[src/rtl/uart_tx_pkg.sv]
// Shared types and encodings for the UART TX frame sequencer.
// Mux_Sel codes match the downstream 4:1 line mux input order.
package uart_tx_pkg;

  typedef enum logic [2:0] {
    ST_IDLE   = 3'd0,
    ST_START  = 3'd1,
    ST_DATA   = 3'd2,
    ST_PARITY = 3'd3,
    ST_STOP   = 3'd4
  } tx_state_e;

  localparam logic [1:0] MUX_START = 2'b00;
  localparam logic [1:0] MUX_STOP  = 2'b01;
  localparam logic [1:0] MUX_DATA  = 2'b10;
  localparam logic [1:0] MUX_PAR   = 2'b11;

  localparam logic PAR_EVEN = 1'b0;
  localparam logic PAR_ODD  = 1'b1;

endpackage

[src/rtl/uart_tx_parity_calc.sv]
// Combinational parity of a payload; zero latency, no flow control.
// The parent registers the result on frame accept.
module uart_tx_parity_calc
  import uart_tx_pkg::*;
#(
  parameter int DATA_WIDTH = 8
) (
  input  logic [DATA_WIDTH-1:0] data,
  input  logic                  par_typ,
  output logic                  par_bit
);

  assign par_bit = (^data) ^ (par_typ == PAR_ODD);

endmodule

[src/rtl/uart_tx_frame_ctrl.sv]
// UART TX frame sequencer: start, LSB-first data, optional parity, stop; start bit one cycle after accept.
// New payload is taken only in IDLE or STOP (back-to-back frames); Data_Valid elsewhere is dropped.
module uart_tx_frame_ctrl
  import uart_tx_pkg::*;
#(
  parameter int DATA_WIDTH = 8
) (
  input  logic                  CLK,
  input  logic                  RST,
  input  logic [DATA_WIDTH-1:0] P_DATA,
  input  logic                  Data_Valid,
  input  logic                  PAR_EN,
  input  logic                  PAR_TYP,
  output logic [1:0]            Mux_Sel,
  output logic                  Ser_Data,
  output logic                  Par_Bit,
  output logic                  Busy
);

  localparam int CNT_W = $clog2(DATA_WIDTH);
  localparam logic [CNT_W-1:0] LAST_BIT = CNT_W'(DATA_WIDTH - 1);

  tx_state_e             state_q;
  tx_state_e             state_d;
  logic [DATA_WIDTH-1:0] shift_q;
  logic [CNT_W-1:0]      cnt_q;
  logic                  par_en_q;
  logic                  par_bit_q;
  logic                  par_calc;
  logic                  accept;
  logic                  last_bit;

  assign accept   = Data_Valid && ((state_q == ST_IDLE) || (state_q == ST_STOP));
  assign last_bit = (cnt_q == LAST_BIT);

  uart_tx_parity_calc #(
    .DATA_WIDTH(DATA_WIDTH)
  ) u_parity (
    .data   (P_DATA),
    .par_typ(PAR_TYP),
    .par_bit(par_calc)
  );

  always_comb begin
    state_d = state_q;
    case (state_q)
      ST_IDLE, ST_STOP: state_d = accept ? ST_START : ST_IDLE;
      ST_START:         state_d = ST_DATA;
      ST_DATA:          if (last_bit) state_d = par_en_q ? ST_PARITY : ST_STOP;
      ST_PARITY:        state_d = ST_STOP;
      default:          state_d = ST_IDLE;
    endcase
  end

  // The final data bit is not shifted out so Ser_Data keeps the MSB while idle.
  always_ff @(posedge CLK or posedge RST) begin
    if (RST) begin
      state_q   <= ST_IDLE;
      shift_q   <= '0;
      cnt_q     <= '0;
      par_en_q  <= 1'b0;
      par_bit_q <= 1'b0;
    end else begin
      state_q <= state_d;
      if (accept) begin
        shift_q   <= P_DATA;
        par_en_q  <= PAR_EN;
        par_bit_q <= par_calc;
        cnt_q     <= '0;
      end else if (state_q == ST_DATA) begin
        if (last_bit) begin
          cnt_q <= '0;
        end else begin
          cnt_q   <= cnt_q + CNT_W'(1);
          shift_q <= shift_q >> 1;
        end
      end
    end
  end

  // Mux_Sel decodes the state register only, so reset forces the line idle-high at once.
  always_comb begin
    Mux_Sel = MUX_STOP;
    case (state_q)
      ST_START:  Mux_Sel = MUX_START;
      ST_DATA:   Mux_Sel = MUX_DATA;
      ST_PARITY: Mux_Sel = MUX_PAR;
      default:   Mux_Sel = MUX_STOP;
    endcase
  end

  assign Busy     = (state_q != ST_IDLE);
  assign Ser_Data = shift_q[0];
  assign Par_Bit  = par_bit_q;

endmodule

[config.mk]
export PLATFORM = sky130hd
export DESIGN_NAME = uart_tx_frame_ctrl
export DESIGN_NICKNAME = d
export VERILOG_FILES = /design/src/rtl/uart_tx_pkg.sv /design/src/rtl/uart_tx_parity_calc.sv /design/src/rtl/uart_tx_frame_ctrl.sv
export SDC_FILE = /design/constraint.sdc
export NUM_CORES = 1
export LEC_CHECK = 0
export ABC_AREA = 1
export BUFFER_PORTS_ARGS = -buffer_cell sky130_fd_sc_hd__buf_2
export CORE_MARGIN = 5
export CORE_UTILIZATION = 40
export CTS_BUF_LIST = sky130_fd_sc_hd__clkbuf_8
export CTS_CLUSTER_SIZE = 28
export DETAILED_ROUTE_END_ITERATION = 8
export PLACE_DENSITY = 0.63
export SLEW_MARGIN = 20
export SYNTH_ARGS = -nofsm -noshare
export SYNTH_HDL_FRONTEND = slang
export SYNTH_HIERARCHICAL = 1
export SYNTH_SLANG_ARGS = --single-unit
[constraint.sdc]
create_clock -name CLK -period 2.58 [get_ports CLK]
set_clock_uncertainty 0.2 [all_clocks]
set_input_delay 0.258 -clock CLK [delete_from_list [all_inputs] [get_ports CLK]]
set_output_delay 0.258 -clock CLK [all_outputs]
set_load 0.05 [all_outputs]
==> qor.txt <==
status: finished, final reports clean
Post-CTS Setup Inserts: 0
Placed Area: 0.001097 sq mm
Final Power: 1.318 mW
CP max stage delay: 0.44 ns
critical path, cell by cell: nor2_4, nor2_1, o21ai_0, buf_2
finished layout cell area: 0.001162 sq mm
# rows: 18
R2R cell count: 7
r2r endpoint: shift_q[2]
fin. max-slew vios: 0
clk root buf: clkbuf_8
post-route ant nets: 0
Synth-to-Final Area Change: 15.12%
R2R Path Start: cnt_q[0]
Inserted Diodes: 0
leakage power: 0.7067 nW
power density over the cells: 1134 mW/mm^2
WS Path Type: flip-flop to primary output
critical path arrival: 1.37 ns
die width: 60.24 microns
Nets: 179
grt ovf: 0
TritonCTS clock tree: yes
routed via count: 890
vias per cell: 4.611
gpl congestion: 0.7218
Crit path required time: 2.12 ns
# fillers: 260
clock slew at reported path FFs: 0.07 ns
Synth warnings: 6
Worst Setup End Kind: primary output
Synth Area per Inst: 6.964 sq um
Post-Route WL: 1939 microns
clk sinks: 16
sequential fraction of the synthesis area: 39.65%
initial antenna violation count: 0
VDD IR max: 0.6422 mV
Hold Vio Cnt, Final: 0
share of cells above drive strength 1: 20.86%
area of the multi-input gates: 503.0 sq um
Max clock buf depth: 2
Synth Net Count: 160
CTS Buf Count: 3
vias in the first global route: 758
critical path launch point: state_q[0]
CORE AREA: 0.002455 sq mm
first-pass GRT wire length: 3118 microns
setup TNS: 0 ns
RSZ-0062 raised after global routing: no
DP Wirelength: 1496 microns
Post-Syn Area: 0.001010 sq mm
Port Buffers: 17
CP max stage cell: dfrtp_1
die area: 0.003629 sq mm
reg2reg setup slack: 0.89 ns
CP Capture Point: Mux_Sel[0]
wire length per cell: 10.05 microns
clk_lat worst skew: 0.25 ns
Tmin final: 1.829 ns
worst min path class: input pin to flip-flop
fmax: 546.8 MHz
worst-margin pin slew: 0.6050 ns
Rel. slew slack: 59.62%
final core occ: 47.35%
Final Cycle Share: 70.89%
Cells after Synth: 145
Resized cells post-CTS: 0
Initial Utilization: 41.13%
startpoint types: flip-flop
DRT Pass-1 Iters: 4
GRT Resource Usage Total: 11.66%
post-synth cell types: 18
Max FO, Critical Path: 10
most frequent cells in the layout: nand2_1 (62), nand3_1 (23), inv_1 (17), buf_2 (17), dfrtp_1 (16)
initial drt markers: 23
Seq cells post-synth: 16
die height: 60.24 microns
maxcap violations: 0
count of final setup violators: 0
io pins: 18
DRC: 0
H-tree Lvls: 1
largest net degree at the start of global routing: 24
sequential cell area: 400.4 sq um
commonest non-fill, non-tap cell in the layout: nand2_1
## area by class of cell
cell class | count | share of cell area, %
clock buffers | 4 | 4.736
inverters | 19 | 6.136
multi-input cells | 106 | 43.27
flip-flops and latches | 16 | 34.45
well taps | 30 | 3.229
repair buffers | 18 | 8.181
## power breakdown
group,switching [mW],total [mW],internal [mW],leakage [nW]
clock network,0.0844,0.220,0.135,0.0288
logic,0.479,0.671,0.193,0.472
registers,0.0714,0.427,0.355,0.206
total,0.634,1.32,0.684,0.707
## timing repair
| item | in CTS | in global routing |
|---|---|---|
| hold endpoints to repair | 16 | 0 |
| setup endpoints to repair | 0 | 0 |
| hold buffers | 1 | 0 |
## how the worst min path moves through the flow
stage               from    endpoint  slack, ns  cells past startpoint
6_report          PAR_EN    par_en_q       0.02                      3
5_1_grt        P_DATA[7]  shift_q[7]       0.04                      3
4_1_cts           PAR_EN    par_en_q       0.02                      3
3_5_place_dp         RST     Par_Bit       0.16                      2
3_3_place_gp         RST  shift_q[0]       0.16                      2
2_1_floorplan        RST     Par_Bit      -0.03                      1
## flip-flops by register name, summed over array words and instances, names as in the netlist
register,cells
cnt_q,3
state_q,3
Par_Bit,1
shift_q,8
par_en_q,1
## kinds of logic after synthesis
logic type | synth area share [%]
buf+inv | 10.53
flops | 39.65
compound gates | 2.849
fa+ha+maj | 2.478
simple gates | 43.62
xor+xnor | 0.8676
## metal layers
metal | vias up | wire length [microns] | global-route usage (%)
met4 | 0 | 35 | 7.595
met5 | - | 0 | 0
met2 | 17 | 880 | 18.52
li1 | 481 | - | -
met3 | 2 | 90 | 1.512
met1 | 390 | 932 | 14.66
## worst max-delay path, delay by kind of cell (launching register included)
family | cells | cell delay, ns
buffers and inverters | 1 | 0.29
AOI/OAI and AO/OA | 1 | 0.07
DFF | 1 | 0.44
and+or+nand+nor | 2 | 0.32
## stage by stage
stage | hold WS, ns | setup WS (ns) | std cells
global placement | 0.1594 | 0.9438 | 188
floorplan | -0.02826 | 0.4831 | 145
detailed placement | 0.1559 | 0.9023 | 188
finish | 0.01822 | 0.7511 | 193
CTS | 0.01601 | 0.7406 | 193
global route | 0.04188 | 0.6600 | 193
## Yosys cell counts, drive strengths merged
cell,count,area share (%)
a21oi,1,0.50
nand2,69,28
nand3,24,12
xor2,1,0.87
dfrtp,16,40
inv,19,7.1
ha,2,2.5
nor2,5,3.3
buf,4,3.5
o21ai,4,2.4
Note: power is estimated with default switching activity, not from simulation.
